[src/rtl/digit_scan_pkg.sv]
// Shared types and constants for the MC14433-style digit scanner.
// Holds the scan state enum, the captured reading layout and the underrange test.
package mc14433_pkg;

    localparam int NIB_W    = 4;
    localparam int SLOT_DEF = 16;
    localparam int GAP_DEF  = 2;
    localparam int UR_LIMIT = 179;
    localparam int CNT_W    = 8;

    typedef enum logic [3:0] {
        IDLE,
        STB1,
        GAP1,
        STB2,
        GAP2,
        STB3,
        GAP3,
        STB4,
        GAP4
    } scan_state_t;

    typedef struct packed {
        logic             hd;
        logic [NIB_W-1:0] d3;
        logic [NIB_W-1:0] d2;
        logic [NIB_W-1:0] d1;
        logic             pol;
        logic             ovf;
    } reading_t;

    localparam reading_t READING_RST = '{
        hd:  1'b0,
        d3:  4'd0,
        d2:  4'd0,
        d1:  4'd0,
        pol: 1'b1,
        ovf: 1'b0
    };

    // Raw nibble values are weighted as-is, so non-BCD digits still give a magnitude.
    function automatic logic is_underrange(input reading_t r);
        logic [11:0] mag;
        mag = 12'(r.d3) * 12'd100 + 12'(r.d2) * 12'd10 + 12'(r.d1);
        if (r.hd) begin
            mag = mag + 12'd1000;
        end
        return !r.ovf && (mag <= 12'(UR_LIMIT));
    endfunction

endpackage

[src/rtl/digit_scan_if.sv]
// Counter-chain inputs and multiplexed display outputs of the digit scanner.
// The master side drives the reading; the slave side is the scanner itself.
interface digit_scan_if;
    import mc14433_pkg::*;

    logic             eoc;
    logic             du;
    logic [NIB_W-1:0] d1b;
    logic [NIB_W-1:0] d2b;
    logic [NIB_W-1:0] d3b;
    logic             hd;
    logic             pol;
    logic             ovf;
    logic [3:0]       q;
    logic [3:0]       ds;
    logic             orb;
    logic             ur;

    modport master (
        output eoc, du, d1b, d2b, d3b, hd, pol, ovf,
        input  q, ds, orb, ur
    );

    modport slave (
        input  eoc, du, d1b, d2b, d3b, hd, pol, ovf,
        output q, ds, orb, ur
    );

endinterface

[src/rtl/digit_scan_timer.sv]
// Phase down-counter: load with (length-1) on entry, tc is high on the last cycle.
// The counter parks at zero, so tc stays high until the next load.
module scan_timer
    import mc14433_pkg::*;
#(
    parameter int W = CNT_W
) (
    input  logic         cp,
    input  logic         rb,
    input  logic         load,
    input  logic [W-1:0] load_val,
    output logic         tc
);

    logic [W-1:0] cnt;

    // NOTE: sequential state uses non-blocking assignments so every register samples pre-edge values.
    always_ff @(posedge cp) begin
        if (!rb) begin
            cnt <= '0;
        end else if (load) begin
            cnt <= load_val;
        end else if (cnt != '0) begin
            cnt <= cnt - W'(1);
        end
    end

    assign tc = (cnt == '0);

endmodule

[src/rtl/digit_scan.sv]
// Four-digit strobe scanner with shadow/display capture and range flags.
// Outputs are decoded from the next state and next display so they register in step with the FSM.
module digit_scan
    import mc14433_pkg::*;
#(
    parameter int SLOT = SLOT_DEF,
    parameter int GAP  = GAP_DEF
) (
    input  logic         cp,
    input  logic         rb,
    digit_scan_if.slave  bus
);

    localparam logic [CNT_W-1:0] SLOT_LD = CNT_W'(SLOT - 1);
    localparam logic [CNT_W-1:0] GAP_LD  = CNT_W'(GAP - 1);

    scan_state_t      state;
    scan_state_t      state_nxt;
    logic             tmr_load;
    logic [CNT_W-1:0] tmr_val;
    logic             tmr_tc;

    reading_t         live;
    reading_t         shadow;
    reading_t         disp;
    reading_t         disp_nxt;
    logic             capture;
    logic             stb1_entry;
    logic [3:0]       q_nxt;
    logic [3:0]       ds_nxt;

    assign live = '{
        hd:  bus.hd,
        d3:  bus.d3b,
        d2:  bus.d2b,
        d1:  bus.d1b,
        pol: bus.pol,
        ovf: bus.ovf
    };

    assign capture = bus.eoc & bus.du;

    scan_timer #(
        .W (CNT_W)
    ) u_timer (
        .cp       (cp),
        .rb       (rb),
        .load     (tmr_load),
        .load_val (tmr_val),
        .tc       (tmr_tc)
    );

    // NOTE: defaults first so no path through the case leaves a signal unassigned (no latch).
    always_comb begin
        state_nxt = state;
        tmr_load  = 1'b0;
        tmr_val   = SLOT_LD;
        case (state)
            IDLE: begin
                state_nxt = STB1;
                tmr_load  = 1'b1;
            end
            STB1: if (tmr_tc) begin
                state_nxt = GAP1;
                tmr_load  = 1'b1;
                tmr_val   = GAP_LD;
            end
            GAP1: if (tmr_tc) begin
                state_nxt = STB2;
                tmr_load  = 1'b1;
            end
            STB2: if (tmr_tc) begin
                state_nxt = GAP2;
                tmr_load  = 1'b1;
                tmr_val   = GAP_LD;
            end
            GAP2: if (tmr_tc) begin
                state_nxt = STB3;
                tmr_load  = 1'b1;
            end
            STB3: if (tmr_tc) begin
                state_nxt = GAP3;
                tmr_load  = 1'b1;
                tmr_val   = GAP_LD;
            end
            GAP3: if (tmr_tc) begin
                state_nxt = STB4;
                tmr_load  = 1'b1;
            end
            STB4: if (tmr_tc) begin
                state_nxt = GAP4;
                tmr_load  = 1'b1;
                tmr_val   = GAP_LD;
            end
            GAP4: if (tmr_tc) begin
                state_nxt = STB1;
                tmr_load  = 1'b1;
            end
            default: begin
                state_nxt = IDLE;
            end
        endcase
    end

    // A capture on the STB1 entry edge bypasses the shadow, avoiding a one-frame lag.
    always_comb begin
        stb1_entry = (state_nxt == STB1) && (state != STB1);
        disp_nxt   = disp;
        if (stb1_entry) begin
            disp_nxt = capture ? live : shadow;
        end
    end

    always_comb begin
        q_nxt  = 4'b0000;
        ds_nxt = 4'b0000;
        case (state_nxt)
            STB1: begin
                ds_nxt = 4'b0001;
                q_nxt  = {disp_nxt.hd, disp_nxt.pol, 1'b0, disp_nxt.ovf};
            end
            STB2: begin
                ds_nxt = 4'b0010;
                q_nxt  = disp_nxt.d3;
            end
            STB3: begin
                ds_nxt = 4'b0100;
                q_nxt  = disp_nxt.d2;
            end
            STB4: begin
                ds_nxt = 4'b1000;
                q_nxt  = disp_nxt.d1;
            end
            default: begin
                ds_nxt = 4'b0000;
                q_nxt  = 4'b0000;
            end
        endcase
    end

    // Reset wins over a same-edge capture: the pending reading is dropped.
    always_ff @(posedge cp) begin
        if (!rb) begin
            state   <= IDLE;
            shadow  <= READING_RST;
            disp    <= READING_RST;
            bus.q   <= 4'b0000;
            bus.ds  <= 4'b0000;
            bus.orb <= 1'b1;
            bus.ur  <= 1'b1;
        end else begin
            state   <= state_nxt;
            if (capture) begin
                shadow <= live;
            end
            disp    <= disp_nxt;
            bus.q   <= q_nxt;
            bus.ds  <= ds_nxt;
            bus.orb <= ~disp_nxt.ovf;
            bus.ur  <= is_underrange(disp_nxt);
        end
    end

endmodule

[src/flat_wrapper.sv]
// flat-port wrapper written by rule: the top's interface ports become plain ports
module digit_scan_flat import mc14433_pkg::*;
#(
    parameter int SLOT = SLOT_DEF,
    parameter int GAP  = GAP_DEF
)
  (cp, rb, bus_eoc, bus_du, bus_d1b, bus_d2b, bus_d3b, bus_hd, bus_pol, bus_ovf, bus_q, bus_ds, bus_orb, bus_ur);
  digit_scan_if bus_i ();
  input  logic cp;
  input  logic rb;
  input wire logic [$bits(bus_i.eoc)-1:0] bus_eoc;
  input wire logic [$bits(bus_i.du)-1:0] bus_du;
  input wire logic [$bits(bus_i.d1b)-1:0] bus_d1b;
  input wire logic [$bits(bus_i.d2b)-1:0] bus_d2b;
  input wire logic [$bits(bus_i.d3b)-1:0] bus_d3b;
  input wire logic [$bits(bus_i.hd)-1:0] bus_hd;
  input wire logic [$bits(bus_i.pol)-1:0] bus_pol;
  input wire logic [$bits(bus_i.ovf)-1:0] bus_ovf;
  output wire logic [$bits(bus_i.q)-1:0] bus_q;
  output wire logic [$bits(bus_i.ds)-1:0] bus_ds;
  output wire logic [$bits(bus_i.orb)-1:0] bus_orb;
  output wire logic [$bits(bus_i.ur)-1:0] bus_ur;
  assign bus_i.eoc = bus_eoc;
  assign bus_i.du = bus_du;
  assign bus_i.d1b = bus_d1b;
  assign bus_i.d2b = bus_d2b;
  assign bus_i.d3b = bus_d3b;
  assign bus_i.hd = bus_hd;
  assign bus_i.pol = bus_pol;
  assign bus_i.ovf = bus_ovf;
  assign bus_q = bus_i.q;
  assign bus_ds = bus_i.ds;
  assign bus_orb = bus_i.orb;
  assign bus_ur = bus_i.ur;
  digit_scan #(.SLOT(SLOT), .GAP(GAP)) u_core (.cp(cp), .rb(rb), .bus(bus_i));
endmodule
[config.mk]
export PLATFORM = sky130hd
export DESIGN_NAME = digit_scan_flat
export DESIGN_NICKNAME = d
export VERILOG_FILES = /design/src/rtl/digit_scan_pkg.sv /design/src/rtl/digit_scan_if.sv /design/src/rtl/digit_scan_timer.sv /design/src/rtl/digit_scan.sv /design/src/flat_wrapper.sv
export SDC_FILE = /design/constraint.sdc
export NUM_CORES = 1
export LEC_CHECK = 0
export ABC_CLOCK_PERIOD_IN_PS = 7100
export CORE_ASPECT_RATIO = 0.75
export CORE_MARGIN = 5
export CORE_UTILIZATION = 40
export DETAILED_ROUTE_END_ITERATION = 8
export GPL_TIMING_DRIVEN = 0
export PLACE_DENSITY_LB_ADDON = 0.08
export SLEW_MARGIN = 40
export SYNTH_ARGS = -nofsm -noshare
export SYNTH_HDL_FRONTEND = slang
export SYNTH_HIERARCHICAL = 1
export SYNTH_SLANG_ARGS = --single-unit
[constraint.sdc]
create_clock -name cp -period 7.1 [get_ports cp]
set_input_delay 1.42 -clock cp [delete_from_list [all_inputs] [get_ports cp]]
set_output_delay 1.42 -clock cp [all_outputs]
set_load 0.005 [all_outputs]
==> results of run 1 <==
-- metrics by stage --
step / std cells / util [%] / hold WS (ns) / power (mW) / setup WS (ns)
2_1_floorplan: 338 / - / 0.444 / 0.654 / 1.93
3_3_place_gp: 467 / 47.2 / 0.456 / 0.755 / 0.697
3_5_place_dp: 467 / 47.3 / 0.482 / 0.760 / 0.690
4_1_cts: 475 / 48.5 / 0.507 / 0.937 / 1.00
5_1_grt: 475 / 48.5 / 0.543 / 1.00 / 0.695
6_report: 475 / 48.5 / 0.494 / 0.932 / 1.05
-- path summary, 6_finish.rpt --
| path | slack, ns | depth (start not counted) | startpoint | end |
|---|---|---|---|---|
| max | 1.05 | 18 | bus_eoc | u_core/bus.ur |
| min | 0.49 | 2 | u_core/disp[1] | u_core/disp[1] |
| max reg2reg | 1.09 | 22 | u_core/u_timer/cnt[3] | u_core/bus.ur |
| min reg2reg | 0.49 | 2 | u_core/disp[1] | u_core/disp[1] |
-- worst max-delay path, stage by stage --
cell             delay, ns
clkdlybuf4s50_1       0.43
nand2_1               0.29
buf_2                 0.35
mux2i_1               0.15
o21ai_0               0.64
ha_1                  0.36
ha_1                  0.21
inv_1                 0.07
fa_1                  0.42
inv_1                 0.07
ha_1                  0.23
ha_1                  0.35
or3b_2                0.20
o21ai_0               0.07
a311oi_1              0.37
and3_1                0.21
a2bb2oi_1             0.28
o41ai_2               0.08
-- routing by layer --
layer	wire (um)	share of wire, %
met1	3880	56
met2	2700	39
met3	344	4.9
met4	44	0.63
met5	0	0
-- sequential cells by signal, indices dropped and copies added (netlist names) --
name and count:
u_core/disp 15, u_core/shadow 15, u_core/u_timer/cnt 8, u_core/bus.ds 4, u_core/bus.q 4, u_core/state 4, u_core/bus.orb 1, u_core/bus.ur 1
-- power by group through the flow --
stage          registers, mW  clock network [mW]  logic, mW
2_1_floorplan          0.358                   0      0.296
3_3_place_gp           0.362                   0      0.393
3_5_place_dp           0.364                   0      0.397
4_1_cts                0.358               0.179      0.401
5_1_grt                0.363               0.188      0.450
6_report               0.358               0.172      0.403
-- cell families after synthesis --
| group | share of synthesized area (%) |
|---|---|
| other cells | 0.244 |
| compound gates | 16.3 |
| xor+xnor | 3.42 |
| simple gates | 20.5 |
| mux | 6.97 |
| buf+inv | 5.09 |
| flops | 33.9 |
| fa+ha+maj | 13.6 |
-- layout by cell type (no fill, tap or decap), types with 3 or more instances in the layout --
cell type        instances
a21oi_1                  7
a222oi_1                 3
and2_1                  11
and3_1                   4
clkbuf_1                 8
clkbuf_8                 5
clkdlybuf4s50_1         28
conb_1                   5
dfxtp_1                 52
fa_1                     4
ha_1                    27
inv_1                   24
mux2_2                   3
mux2i_1                 18
nand2_1                 20
nand2b_1                 3
nand3_1                 13
nor2_1                  17
nor2b_1                 21
nor3_1                   4
nor3b_1                  4
o21a_1                   7
o21ai_0                 18
o21ai_1                  5
o31ai_1                  4
xnor2_1                  6
xor2_1                   6
-- final cells by class --
cell class,count,area [um^2]
clock inverters,3,21.3
repair buffers,28,280
flip-flops and latches,52,1040
plain buffers,13,66.3
inverters,24,90.1
well taps,101,126
clock buffers,5,68.8
multi-input cells,249,1890
fillers,700,3810
==> impl_metrics.toml, run 1 <==
[outcome]
status = "completed"

[cts]
post_cts_buffers = 0
htree_levels = 2
root_buffer = "clkbuf_8"
cts.clk_slew.worst_paths_ns = 0.09
numCtsBuffers = 5
clock_sinks = 52
insertion_delay_ns = 0.30
ctsLongestPathBuffers = 2
cts_tree = "done"
cts_hold_buf = 0
cts_resized = 0

[die]
die_w_um = 111
start_util_pct = 41.5
core_area_um2 = 7400
dieArea_um2 = 9550
die_y_um = 85.9
num_rows = 27
io_pins = 29

[global_routing]
overflow = 0
busiest_layer = "met1"
antenna_found_initial = 0
grt_util_all_layers_pct = 15.0
grt_max_degree = 18
grt_pass1_wl_um = 11800
grt.met2_usage_pct = 21.2
use_met1_pct = 23.3
met3_usage_pct = 3.53
grt_pass1_vias = 2361

[pwr]
vdd_drop_max_mv = 0.134
switchingPower_mw = 0.355
combinationalPowerShare_pct = 43.2
seqPwrFrac_pct = 38.4
internal-power_mw = 0.577
pwr-share-clk_pct = 18.4
cellLeakagePower_nw = 1.56
swShare_pct = 38.1
power_density_nw_per_um2 = 260

[timing]
layout_min_cycle_time_ns = 6.05
worstMarginPinSlew_ns = 0.778
clock.fmax_ghz = 0.165
hold_viol_final = 0
fin_setup_tns_ns = 0
skew_ns = 0.0119
setup_viol_count_final = 0
slew_headroom_pct = 47.6
fin_crit_sh_pct = 85.2
maxSlewViolCount = 0
rsz0062_at_grt = "false"

[routing]
detail-route-antenna-nets = 0
wl_per_cell_um = 14.7
post-route-drc-count = 0
via_per_inst = 5.11
wirelength_um = 6970
drt_first_iter_violations = 122
firstDrtPassIters = 4
via_count = 2429

[placed_design]
globalplace.congestion = 0.822
dp_hpwl_um = 5430
port_buffers = 28
dpl_cell_area_um2 = 3500

[layout]
postLayoutCellArea_um2 = 3590
drive_gt1_share_pct = 7.49
n_antenna_cell = 0
final_nets = 423
areaGrowthSynthToFinish_pct = 16.7

[synth]
synth_common_cells = "dfxtp_1, ha_1, inv_1"
synth_ff_type = "dfxtp_1"
synth_area_leaders = "dfxtp_1, ha_1, mux2i_1, nor2b_1, o21ai_0"
yosysWarningCount = 6
avgSynthCellArea_um2 = 9.17
synth_top_area_cell = "dfxtp_1"
yosysMostFrequentCell = "dfxtp_1"
yosys_register_bits = 52
synth.distinct_cells = 61
synth-async-reset-ratio_pct = 0
yosysTopAreaCellShare_pct = 33.9
synth-edff-count = 0
syn_inst = 335
synth.cell_area_um2 = 3070
ys_seq_area_share_pct = 33.9

[critical_path]
critPathMaxFanout = 10
critical_path_arrival_ns = 6.21
criticalPathCategory = "primary input to flop"
critPathCaptureType = "flop"
setup.worst_path.start_class = "primary input"
worst_ep_required_time_ns = 7.26

[worst_hold_path]
hp-class = "flop to flop"

[flow_run]
drv_cap = 0
(Power assumes the default switching activity.)
==> run 2: changes to the inputs <==
==> constraint.sdc (replaced) <==
create_clock -name cp -period 7.1 [get_ports cp]
set_input_delay 0.71 -clock cp [delete_from_list [all_inputs] [get_ports cp]]
set_output_delay 0.71 -clock cp [all_outputs]
set_load 0.005 [all_outputs]
==> results of run 2 <==
The final DEF is identical to that of run 1. Status: completed.
Main changes from that run: setup slack after placement 0.690 ns -> 1.11 ns; clock-pin slew on the worst setup and hold paths 0.09 ns -> 0.11 ns; setup slack after layout 1.05 ns -> 1.09 ns; start point of the critical path bus_eoc -> u_core/u_timer/cnt[3]
==> run 3: changes to the inputs <==
--- a/config.mk
+++ b/config.mk
@@ -5,7 +5,7 @@
 export SDC_FILE = /design/constraint.sdc
 export NUM_CORES = 1
 export LEC_CHECK = 0
-export ABC_CLOCK_PERIOD_IN_PS = 7100
+export ABC_CLOCK_PERIOD_IN_PS = 5100
 export CORE_ASPECT_RATIO = 0.75
 export CORE_MARGIN = 5
 export CORE_UTILIZATION = 40
==> constraint.sdc (replaced) <==
create_clock -name cp -period 5.1 [get_ports cp]
set_input_delay 0.51 -clock cp [delete_from_list [all_inputs] [get_ports cp]]
set_output_delay 0.51 -clock cp [all_outputs]
set_load 0.005 [all_outputs]
==> impl_metrics.toml, run 3 (synthesis gave the netlist of run 1 again) <==
[die]
die_w_um = 111
num_rows = 27
core_area_um2 = 7400
dieArea_um2 = 9550
die_y_um = 85.9
start_util_pct = 41.5
io_pins = 29

[global_routing]
overflow = 0
grt_pass1_vias = 2361
grt_max_degree = 18
grt.met2_usage_pct = 21.2
met3_usage_pct = 3.53
grt_pass1_wl_um = 11900
antenna_found_initial = 0
use_met1_pct = 23.5
grt_util_all_layers_pct = 15.1
busiest_layer = "met1"

[layout]
areaGrowthSynthToFinish_pct = 22.4
final_nets = 430
n_antenna_cell = 0
drive_gt1_share_pct = 14.2
top_regs = "u_core/disp: 15 flops, u_core/shadow: 15 flops, u_core/u_timer/cnt: 8 flops"
final_cell_mix = "dfxtp_1, clkdlybuf4s50_1, ha_1, inv_1, nor2b_1"
final_common_cell = "dfxtp_1"

[routing]
post-route-drc-count = 0
via_count = 2466
via_per_inst = 5.12
detail-route-antenna-nets = 0
wl_per_cell_um = 14.9
wirelength_um = 7170
drt_first_iter_violations = 118
firstDrtPassIters = 4

[critical_path]
crit_start = "u_core/u_timer/cnt[2]"
slowest_delay_ns = 0.46
r2r-start = "u_core/u_timer/cnt[2]"
path_delay_family = "simple AND/OR/NAND/NOR gates"
cpMaxStageDelayCell = "or3b_2"
setup.worst_path.start_class = "flop"
r2r_end = "u_core/bus.ur"
path_depth = 20
critPathMaxFanout = 10
rr_worst_depth = 20
cp_cell_sequence = "nor4_4, and4bb_1, buf_6, and2b_2, nor2_2, mux2i_2, inv_1, ha_1, ha_1, ha_1, a21oi_1, xnor2_1, ha_1, ha_1, or3b_2, o21ai_0, a311oi_2, and3_1, a2bb2oi_2, o41ai_2"
reg2reg_slack_ns = 0.20
crit_end = "u_core/bus.ur"
critPathBufInv = 2
critPathCaptureType = "flop"
criticalPathCategory = "flop to flop"
crit_path_frequent_cell = "ha_1"
worst_ep_required_time_ns = 5.31
critical_path_arrival_ns = 5.11

[placed_design]
dp_hpwl_um = 5430
port_buffers = 28
globalplace.congestion = 0.822

[timing]
setup_viol_count_final = 0
slew_headroom_pct = 48.0
layout_min_cycle_time_ns = 4.90
fin_crit_sh_pct = 96.0
hold_viol_final = 0
worstMarginPinSlew_ns = 0.778
fin_setup_tns_ns = 0
whs_ns = 0.495
clock.fmax_ghz = 0.204
maxSlewViolCount = 0
skew_ns = 0.0122

[cts]
root_buffer = "clkbuf_8"
clock_sinks = 52
cts_hold_buf = 0
ctsLongestPathBuffers = 2
htree_levels = 2
numCtsBuffers = 5
cts.clk_slew.worst_paths_ns = 0.11
cts_tree = "done"
insertion_delay_ns = 0.30

[pwr]
power_density_nw_per_um2 = 366
cellLeakagePower_nw = 1.62
vdd_drop_max_mv = 0.191

[worst_hold_path]
hp-class = "flop to flop"

[flow_run]
drv_cap = 0

[outcome]
status = "completed"
-- run 3: cell types whose count changed in the layout (fill, tap and decap cells not counted), moves of 3 or more --
| cell | delta |
|---|---|
| buf_4 | +8 |
| dfxtp_1 | -3 |
| dfxtp_2 | +3 |
| o21ai_1 | -3 |
| o21ai_2 | +3 |
-- run 3: how the worst min path moves through the flow --
| stage | start | to | slack (ns) | cells after the start |
|---|---|---|---|---|
| after floorplan | u_core/disp[1] | u_core/disp[1] | 0.44 | 2 |
| after global placement | u_core/disp[1] | u_core/disp[1] | 0.46 | 2 |
| after detailed placement | u_core/disp[1] | u_core/disp[1] | 0.48 | 2 |
| after CTS | u_core/disp[1] | u_core/disp[1] | 0.51 | 2 |
| after global routing | u_core/shadow[1] | u_core/shadow[1] | 0.54 | 2 |
| final | u_core/disp[1] | u_core/disp[1] | 0.49 | 2 |
-- run 3: cell type report --
cell class              instances  area (um^2)
inverters                      24         90.1
clock buffers                   5         68.8
well taps                     101          126
plain buffers                  12         81.3
fillers                       691         3640
clock inverters                 3         21.3
repair buffers                 36          340
flip-flops and latches         52         1040
multi-input cells             249         1990
-- run 3: power by group --
part	total [mW]	switching, mW	internal [mW]
sequential	0.500	0.0406	0.459
clock	0.239	0.142	0.0978
combinational	0.636	0.335	0.301
total	1.38	0.518	0.858
-- run 3: stage by stage --
step | cell area (um^2) | util, % | cells | power, mW | setup WS, ns
final | 3760 | 50.8 | 482 | 1.38 | 0.201
after global routing | 3760 | 50.8 | 482 | 1.48 | -0.0531
after CTS | 3660 | 49.4 | 477 | 1.33 | 0.0489
after detailed placement | 3500 | 47.3 | 467 | 1.06 | -0.892
after global placement | 3490 | 47.2 | 467 | 1.05 | -0.875
after floorplan | 3080 | - | 338 | 0.910 | 0.0553
-- run 3: repair_timing --
item,in CTS,in global routing
resized for setup,16,16
setup buffers,3,5
endpoints found under the setup margin,1,1
pin swaps,2,2
-- run 3: tightest hold or removal path: cells and delay by family, from the launching register on --
kind | cells | cell delay [ns]
DFF | 1 | 0.32
and+or+nand+nor | 1 | 0.05
AOI/OAI and AO/OA | 1 | 0.08
-- run 3: routing by layer --
layer  wire (um)  up-vias
li1            -     1261
met1        4000     1155
met2        2830       46
met3         301        4
met4          44        0
met5           0        -
